[src/rtl/instruction_loader_pkg.sv]
// rtl/instruction_loader_pkg.sv - loader states and widths shared with instruction_memory and the CPU
package instruction_loader_pkg;

   localparam int BYTE_W                   = 8;
   localparam int DEFAULT_ADDR_SIZE        = 10;
   localparam int DEFAULT_INSTRUCTION_SIZE = 16;

   typedef enum logic [2:0] {
      IDLE    = 3'd0,
      LEN_HI  = 3'd1,
      LEN_LO  = 3'd2,
      DATA_HI = 3'd3,
      DATA_LO = 3'd4,
      CHECK   = 3'd5,
      DONE    = 3'd6,
      ERROR   = 3'd7
   } state_t;

endpackage

[src/rtl/instruction_loader_if.sv]
// rtl/instruction_loader_if.sv - host byte stream in, instruction memory write port out
interface instruction_loader_if
   import instruction_loader_pkg::*;
#(
   parameter int ADDR_W = DEFAULT_ADDR_SIZE,
   parameter int DATA_W = DEFAULT_INSTRUCTION_SIZE
);
   logic [BYTE_W-1:0] in_data;
   logic              in_valid;
   logic              in_ready;
   logic              wr_en;
   logic [ADDR_W-1:0] wr_addr;
   logic [DATA_W-1:0] wr_data;

   // master: host link and memory side; slave: the loader itself
   modport master (
      output in_data, in_valid,
      input  in_ready, wr_en, wr_addr, wr_data
   );

   modport slave (
      input  in_data, in_valid,
      output in_ready, wr_en, wr_addr, wr_data
   );
endinterface

[src/rtl/xor_checksum.sv]
// rtl/xor_checksum.sv - running XOR over accepted bytes with synchronous clear
module xor_checksum
   import instruction_loader_pkg::*;
(
   input  logic              clk,
   input  logic              rst_n,
   input  logic              clear,
   input  logic              en,
   input  logic [BYTE_W-1:0] data,
   output logic [BYTE_W-1:0] sum
);

   always_ff @(posedge clk) begin
      if (!rst_n) begin
         sum <= '0;
      end else if (clear) begin
         sum <= '0;
      end else if (en) begin
         sum <= sum ^ data;
      end
   end

endmodule

[src/rtl/instruction_loader.sv]
// rtl/instruction_loader.sv - framed byte stream to instruction memory writes, holds the CPU while loading
module instruction_loader
   import instruction_loader_pkg::*;
#(
   parameter int INSTRUCTION_SIZE      = DEFAULT_INSTRUCTION_SIZE,
   parameter int INSTRUCTION_ADDR_SIZE = DEFAULT_ADDR_SIZE
)
(
   input  logic                 clk,
   input  logic                 rst_n,
   input  logic                 start,
   instruction_loader_if.slave  bus,
   output logic                 cpu_hold,
   output logic                 done,
   output logic                 err
);

   localparam logic [16:0] CAPACITY = 17'(1) << INSTRUCTION_ADDR_SIZE;

   state_t state_q, state_d;

   logic                             in_ready;
   logic                             accept;
   logic                             start_ok;
   logic [BYTE_W-1:0]                len_hi_q;
   logic [15:0]                      len_q;
   logic [15:0]                      len_full;
   logic [16:0]                      word_cnt_q;
   logic                             last_word;
   logic [BYTE_W-1:0]                hi_q;
   logic                             wr_en_q;
   logic [INSTRUCTION_ADDR_SIZE-1:0] wr_addr_q;
   logic [INSTRUCTION_SIZE-1:0]      wr_data_q;
   logic [BYTE_W-1:0]                sum;
   logic                             sum_en;

   assign accept    = bus.in_valid & in_ready;
   assign start_ok  = start & ((state_q == IDLE) | (state_q == DONE) | (state_q == ERROR));
   assign len_full  = {len_hi_q, bus.in_data};
   // 17-bit compare so a count equal to the full 16-bit range cannot wrap
   assign last_word = (word_cnt_q + 17'd1) == {1'b0, len_q};
   assign sum_en    = accept & ((state_q == DATA_HI) | (state_q == DATA_LO));

   xor_checksum u_xor_checksum (
      .clk   (clk),
      .rst_n (rst_n),
      .clear (start_ok),
      .en    (sum_en),
      .data  (bus.in_data),
      .sum   (sum)
   );

   always_ff @(posedge clk) begin
      if (!rst_n) begin
         state_q <= IDLE;
      end else begin
         state_q <= state_d;
      end
   end

   always_comb begin
      state_d = state_q;
      case (state_q)
         IDLE, DONE, ERROR: if (start) state_d = LEN_HI;
         LEN_HI:  if (accept) state_d = LEN_LO;
         LEN_LO: begin
            if (accept) begin
               if ({1'b0, len_full} > CAPACITY) state_d = ERROR;
               else if (len_full == 16'd0)      state_d = CHECK;
               else                             state_d = DATA_HI;
            end
         end
         DATA_HI: if (accept) state_d = DATA_LO;
         DATA_LO: if (accept) state_d = last_word ? CHECK : DATA_HI;
         CHECK:   if (accept) state_d = (bus.in_data == sum) ? DONE : ERROR;
         default: state_d = IDLE;
      endcase
   end

   always_comb begin
      in_ready = 1'b0;
      cpu_hold = 1'b0;
      done     = 1'b0;
      err      = 1'b0;
      case (state_q)
         LEN_HI, LEN_LO, DATA_HI, DATA_LO, CHECK: begin
            in_ready = 1'b1;
            cpu_hold = 1'b1;
         end
         DONE:    done = 1'b1;
         ERROR:   err  = 1'b1;
         default: ;
      endcase
   end

   // Write port registers: one-cycle strobe after each completed word
   always_ff @(posedge clk) begin
      if (!rst_n) begin
         len_hi_q   <= '0;
         len_q      <= '0;
         word_cnt_q <= '0;
         hi_q       <= '0;
         wr_en_q    <= 1'b0;
         wr_addr_q  <= '0;
         wr_data_q  <= '0;
      end else begin
         wr_en_q <= 1'b0;
         if (start_ok) begin
            len_q      <= '0;
            word_cnt_q <= '0;
            wr_addr_q  <= '0;
         end
         if (accept) begin
            case (state_q)
               LEN_HI:  len_hi_q <= bus.in_data;
               LEN_LO:  len_q    <= len_full;
               DATA_HI: hi_q     <= bus.in_data;
               DATA_LO: begin
                  wr_en_q    <= 1'b1;
                  wr_addr_q  <= word_cnt_q[INSTRUCTION_ADDR_SIZE-1:0];
                  wr_data_q  <= INSTRUCTION_SIZE'({hi_q, bus.in_data});
                  word_cnt_q <= word_cnt_q + 17'd1;
               end
               default: ;
            endcase
         end
      end
   end

   assign bus.in_ready = in_ready;
   assign bus.wr_en    = wr_en_q;
   assign bus.wr_addr  = wr_addr_q;
   assign bus.wr_data  = wr_data_q;

endmodule

[src/flat_wrapper.sv]
// flat-port wrapper written by rule: the top's interface ports become plain ports
module instruction_loader_flat import instruction_loader_pkg::*;
#(
   parameter int INSTRUCTION_SIZE      = DEFAULT_INSTRUCTION_SIZE,
   parameter int INSTRUCTION_ADDR_SIZE = DEFAULT_ADDR_SIZE
)
  (clk, rst_n, start, cpu_hold, done, err, bus_in_data, bus_in_valid, bus_in_ready, bus_wr_en, bus_wr_addr, bus_wr_data);
  instruction_loader_if #(.ADDR_W(10), .DATA_W(16)) bus_i ();
  input  logic clk;
  input  logic rst_n;
  input  logic start;
  output logic cpu_hold;
  output logic done;
  output logic err;
  input wire logic [$bits(bus_i.in_data)-1:0] bus_in_data;
  input wire logic [$bits(bus_i.in_valid)-1:0] bus_in_valid;
  output wire logic [$bits(bus_i.in_ready)-1:0] bus_in_ready;
  output wire logic [$bits(bus_i.wr_en)-1:0] bus_wr_en;
  output wire logic [$bits(bus_i.wr_addr)-1:0] bus_wr_addr;
  output wire logic [$bits(bus_i.wr_data)-1:0] bus_wr_data;
  assign bus_i.in_data = bus_in_data;
  assign bus_i.in_valid = bus_in_valid;
  assign bus_in_ready = bus_i.in_ready;
  assign bus_wr_en = bus_i.wr_en;
  assign bus_wr_addr = bus_i.wr_addr;
  assign bus_wr_data = bus_i.wr_data;
  instruction_loader #(.INSTRUCTION_SIZE(INSTRUCTION_SIZE), .INSTRUCTION_ADDR_SIZE(INSTRUCTION_ADDR_SIZE)) u_core (.clk(clk), .rst_n(rst_n), .start(start), .bus(bus_i), .cpu_hold(cpu_hold), .done(done), .err(err));
endmodule
[config.mk]
export PLATFORM = sky130hd
export DESIGN_NAME = instruction_loader_flat
export DESIGN_NICKNAME = d
export VERILOG_FILES = /design/src/rtl/instruction_loader_pkg.sv /design/src/rtl/instruction_loader_if.sv /design/src/rtl/xor_checksum.sv /design/src/rtl/instruction_loader.sv /design/src/flat_wrapper.sv
export SDC_FILE = /design/constraint.sdc
export NUM_CORES = 1
export LEC_CHECK = 0
export CAP_MARGIN = 40
export CORE_MARGIN = 2
export CORE_UTILIZATION = 63
export CTS_BUF_LIST = sky130_fd_sc_hd__clkbuf_8
export DETAILED_ROUTE_END_ITERATION = 8
export PLACE_DENSITY = 0.86
export SLEW_MARGIN = 10
export SYNTH_ARGS = -nofsm -noshare
export SYNTH_HDL_FRONTEND = slang
export SYNTH_SLANG_ARGS = --single-unit
[constraint.sdc]
create_clock -name clk -period 6.5 [get_ports clk]
set_input_delay 1.3 -clock clk [delete_from_list [all_inputs] [get_ports clk]]
set_output_delay 1.3 -clock clk [all_outputs]
set_load 0.01 [all_outputs]
# ---- Word-level counts from Yosys, hierarchy flattened
# Cells that the tools add are included.
dict set report op_classes {
  muxes 24
  addsub 1
  div 0
  n_lt_le_gt_ge 1
  shifts 0
  multipliers 0
  reduce_logical 10
  bitwise 8
  eq_ne 15
}
# op count
set op_table {}
lappend op_table {{two-way mux 17 bit} 3}
lappend op_table {{two-way mux 16 bit} 3}
lappend op_table {{two-way mux 10 bit} 3}
lappend op_table {{two-way mux 3 bit} 9}
lappend op_table {{case mux 3 bit (6 select lines)} 1}
lappend op_table {{adder 17 x 1 -> 17 bit, second input constant} 1}
lappend op_table {{equality test 17 x 16 -> 1 bit} 1}
lappend op_table {{> comparator 16 x 11 -> 1 bit, second input constant} 1}
lappend op_table {{logical NOT 16 bit} 1}
lappend op_table {{equality test 3 bit, second input constant} 4}
lappend op_table {{inequality test 2 x 1 -> 1 bit, second input constant} 5}
lappend op_table {{equality test 8 bit} 1}
lappend op_table {{AND reduction 2 bit} 4}
lappend op_table {{XOR 8 bit} 1}
lappend op_table {{equality test 3 x 2 -> 1 bit, second input constant} 2}
lappend op_table {{AND reduction 6 bit} 1}
lappend op_table {{two-way mux 1 bit} 5}
lappend op_table {{OR reduction 5 bit} 1}
lappend op_table {{AND 1 bit} 3}
lappend op_table {{equality test 3 x 1 -> 1 bit, second input constant} 1}
lappend op_table {{logical NOT 3 bit} 1}
lappend op_table {{OR 1 bit} 3}
lappend op_table {{OR reduction 3 bit} 1}
lappend op_table {{inequality test 2 bit, second input constant} 1}
lappend op_table {{2 further kinds} 2}
dict set report word_totals {
  input_bits 12
  latchBits 0
  elab_cells 68
  rom_bits 0
  output_inout_bits 31
  n_memories 0
  ram_bits 0
  reg_bits 87
}

# ---- Logic depth before layout (Yosys ltp)
dict set report logic_depth {
  word_depth 7
  ltp_mapped 8
  depth_no_buf 7
}

# ---- By module
# A second synthesis with hierarchy kept.
dict set report unflattened {
  hier_cells 504
  hier_area_um2 4320.4
}
# mod area_each_um2 n_inst seq_area_each_um2 cells_each
set modules_own_cells {}
lappend modules_own_cells {instruction_loader 3936.3 1 1581.5 468}
lappend modules_own_cells {xor_checksum 384.1 1 160.2 36}

# ---- Least setup slack after synthesis
# No wires, ideal clock.
dict set report synth_timing {
  path_type {input -> register}
  start {input bus_in_data[4]}
  end {register u_core.state_q[2]}
  stages 7
  t_required_ns 6.386
  t_arrival_ns 2.439
  setup_ns 0.114
  n_path_buf 1
  path_slack_ns 3.947
  cell_sequence {clkbuf_1 > nor4_1 > nand3_1 > xnor2_1 > o31ai_1 > a21oi_1 > a21o_1}
}
dict set report synth_via {
  elab_chain_cells 5
  word_cells_on_any_way 6
  classes_between {order compare: 1; mux: 4; reduce/logical: 1}
}
# item line
set synth_lines {}
lappend synth_lines {{start: declaration} flat_wrapper.sv:15} ;# input wire logic [$bits(bus_i.in_data)-1:0] bus_in_data;
lappend synth_lines {{parallel branches: the longest is 2 deep, another holds > comparator 16 x 11 -> 1 bit} --}
lappend synth_lines {{two-way mux 3 bit (*)} instruction_loader.sv:68} ;# if ({1'b0, len_full} > CAPACITY) state_d = ERROR;
lappend synth_lines {{two-way mux 3 bit (*)} instruction_loader.sv:67} ;# if (accept) begin
lappend synth_lines {{case mux 3 bit (6 select lines) (*)} instruction_loader.sv:63} ;# case (state_q)
lappend synth_lines {{end signal: assignment} instruction_loader.sv:57} ;# state_q <= state_d;
lappend synth_lines {{end: declaration} instruction_loader.sv:20} ;# state_t state_q, state_d;
# Mark *: on every way between the ends. The select of a mux whose other input is x is not followed.
# A chain may end at the register's enable or synchronous reset.

# ---- Final worst setup path
dict set report layout_timing {
  start {input bus_in_valid}
  end {register u_core.word_cnt_q[10]}
}
dict set report layout_via {
  elab_chain_cells 2
}
# item line
set layout_lines {}
lappend layout_lines {{start: declaration} flat_wrapper.sv:16} ;# input wire logic [$bits(bus_i.in_valid)-1:0] bus_in_valid;
lappend layout_lines {{AND 1 bit} instruction_loader.sv:37} ;# assign accept = bus.in_valid & in_ready;
lappend layout_lines {{two-way mux 17 bit} instruction_loader.sv:113} ;# if (accept) begin
lappend layout_lines {{end signal: assignment} instruction_loader.sv:122} ;# word_cnt_q <= word_cnt_q + 17'd1;
lappend layout_lines {{end: declaration} instruction_loader.sv:28} ;# logic [16:0] word_cnt_q;
# Every way passes these cells.

==> metrics <==
final antenna diode count=0; number of warning messages in the yosys log=0; number of distinct library cells after synthesis=49; area share of the leading cell type in the synthesized netlist=0.414; overall fraction of global-route tracks in use=0.282; cts bufs inserted=9; highest ir drop seen on vdd=0.210 mV; net count after synthesis=506; Post-Synth XOR/XNOR Area=0.0853; setup skew after layout=0.00959 ns; final clock period utilization by the worst path=0.506; final global-route overflow total=0; violated checks=DRC; cell row count=29; ys flop type=dfxtp_1; average detailed-routed wire length per instance=16.8 um; share of synthesized area spent on multiplexers=0.0291; initial drt markers=327; Fin Setup TNS=0 ns; sequential-to-total area share from yosys stat=0.414; start of the worst register-to-register path=u_core.word_cnt_q[0]; area added between synthesis and finish=13.7%; number of DRC violations after detailed routing=5; quantity of gates resized following cts=0; Post-Synth Adder-Cell Area=0.00297; latest clock arrival within the worst-skew pair=0.36 ns; final-layout worst hold slack=0.466 ns; Pre-antenna DRT Iters=7; depth of the most critical reg-to-reg path=7; Routability Congestion=0.855; simple-gate area share of the yosys netlist=0.247; floorplan die width=85.7 um; fill cell total of the finished layout=472; gate count of the mapped netlist=493; I/O pin count=43; max-slew violation count=0; time the final worst path needs with I/O delays and setup=3.29 ns; arrival time at the worst endpoint=3.54 ns; register bit total from synthesis=87; Setup CP Type=in2reg; Starting Density=0.655; setup repair after global routing missed its margin=no; Critical Path Start=bus_in_valid; number of buffers inserted by post-CTS setup repair=0; slew at the pin with the worst max-slew slack=0.745 ns; largest net degree at the start of global routing=69; P per Cell Area=219 nW/um^2; total vias in the final route=3559; depth of the CTS H-tree=3; remaining antenna violation count=0; average cell area after synthesis=8.54 um^2; data required time at the worst endpoint=6.75 ns; post-detailed-route via-to-cell ratio=6.00; root cell of the clock tree=clkbuf_8; CP endpoint=u_core.word_cnt_q[10]; clock transition at the registers of the reported paths=0.09 ns; Startpoint Class=input pin; final WL=9940 um; count of endpoints failing setup in the final report=0; worst hold path startpoint=u_core.hi_q[3]; maximum clock insertion buffer count=2; DP HPWL=6570 um; status=finished, violations left; crit path capture type=register; relative slew slack=0.491; Lkg Pwr=1.69 nW; top cell type by total area after synthesis=dfxtp_1; Synth async-reset ratio=0; die area=7350 um^2; core footprint=6420 um^2; post-synthesis compound-gate area fraction=0.175; floorplan die height=85.7 um; maximum clock frequency=304 MHz; leading post-synthesis cells by cell area=dfxtp_1 (41%), nand2_1 (6.6%), a21boi_0 (5.4%); initial antenna violation count=0; number of hold violations in the final report=0; Post-CTS Hold Fix Bufs=0; setup slack of the most critical reg-to-reg path=3.85 ns; Post-synth EDFFs=0; number of sinks handled by clock tree synthesis=87; # nets final=524; TritonCTS clock tree=yes; vias in the first global route=3374; worst min-delay path class=reg2reg; post-synthesis cell area=4210 um^2; critical-path maximum fanout=22; dominant combinational cell family by area after synthesis=simple AND/OR/NAND/NOR gates; input/output buffers=42; wire length of the first global-routing pass=16300 um; share of post-route cells with drive strength above 1=0.0640; FF-to-FF End=u_core.state_q[1]; MaxCap Viol Count=0
==> worst max-delay path: stages <==
cell and delay (ns):
clkdlybuf4s50_1 0.60, nand3b_1 0.17, or2_1 0.49, buf_4 0.33, nor3_1 0.27, a31oi_1 0.13, a22o_1 0.24
==> worst min path at each step <==
stage | to | cells past startpoint
detailed placement | u_core.bus.wr_addr[8] | 1
floorplan | u_core.bus.wr_data[10] | 2
CTS | u_core.hi_q[3] | 2
finish | u_core.bus.wr_data[11] | 2
global route | u_core.hi_q[4] | 2
global placement | u_core.bus.wr_data[11] | 2
==> metrics by stage <==
step                utilization  setup slack [ns]  std cells  instance area (um^2)  total power [mW]
CTS                       0.744              3.24        592                  4780              1.05
floorplan                     -              3.95        493                  4210             0.647
detailed placement        0.713              2.86        576                  4580             0.680
global route              0.745              3.07        593                  4790              1.09
finish                    0.745              3.21        593                  4790              1.05
global placement          0.711              2.60        575                  4570             0.675
==> cells in the mapped netlist, types with 4 or more instances <==
master	n
xor2_1	20
nand3_1	8
a22oi_1	16
clkbuf_1	22
a21boi_0	30
nor3_1	11
o21ai_0	19
buf_4	4
inv_1	4
nor2b_1	32
dfxtp_1	87
nor4_1	4
a21o_1	4
xnor2_1	21
mux2i_1	10
nor2_1	34
and2_1	6
a21oi_1	15
and3_1	5
nand2b_1	5
a22o_1	11
buf_2	12
nand2_1	74
==> final cells by class <==
class / instances / area, um^2 / share of cell area
clock buffers: 9 / 124 / 0.0259
clock inverters: 7 / 73.8 / 0.0154
inverters: 4 / 15.0 / 0.00314
multi-input cells: 362 / 2270 / 0.474
flip-flops and latches: 87 / 1740 / 0.364
well taps: 77 / 96.3 / 0.0201
repair buffers: 47 / 465 / 0.0973
==> routing by layer <==
metal	track usage	vias up	share of wire
met3	0.0760	21	0.069
li1	-	1716	-
met2	0.465	147	0.49
met4	0.105	0	0.019
met5	0	-	0
met1	0.355	1675	0.42
==> where the power goes <==
group / total [mW] / internal, mW / switching (mW)
clock network: 0.377 / 0.179 / 0.198
registers: 0.555 / 0.542 / 0.0130
logic: 0.118 / 0.0484 / 0.0701
total: 1.05 / 0.769 / 0.281
==> flip-flops by register name, summed over array words and instances, names as in the netlist <==
register / cells
u_core.word_cnt_q: 17
u_core.bus.wr_data: 16
u_core.len_q: 16
u_core.bus.wr_addr: 10
u_core.hi_q: 8
u_core.len_hi_q: 8
u_core.u_xor_checksum.sum: 8
u_core.state_q: 3
u_core.bus.wr_en: 1
==> cell usage in the layout (no fill, tap or decap), types with 6 or more instances in the layout <==
cell type	instances
a21oi_1	15
and2_1	6
mux2i_1	10
a22o_1	11
clkdlybuf4s50_1	42
a21boi_0	30
a22oi_1	16
dfxtp_1	87
nor2b_1	32
nand2_1	74
nor3_1	11
nor2_1	34
nand3_1	8
o21ai_0	19
xor2_1	20
clkbuf_8	9
xnor2_1	21
==> logic make-up (layout without fill, tap and decap cells) <==
| kind of cell | Yosys count | in the layout |
|---|---|---|
| adders and majority gates | 1 | 1 |
| DFF | 87 | 87 |
| buffers and inverters | 44 | 67 |
| xor gates and xnor gates | 41 | 41 |
| and+or+nand+nor | 201 | 201 |
| AOI/OAI and AO/OA | 107 | 107 |
| muxes | 12 | 12 |
Note: power is estimated with default switching activity, not from simulation.
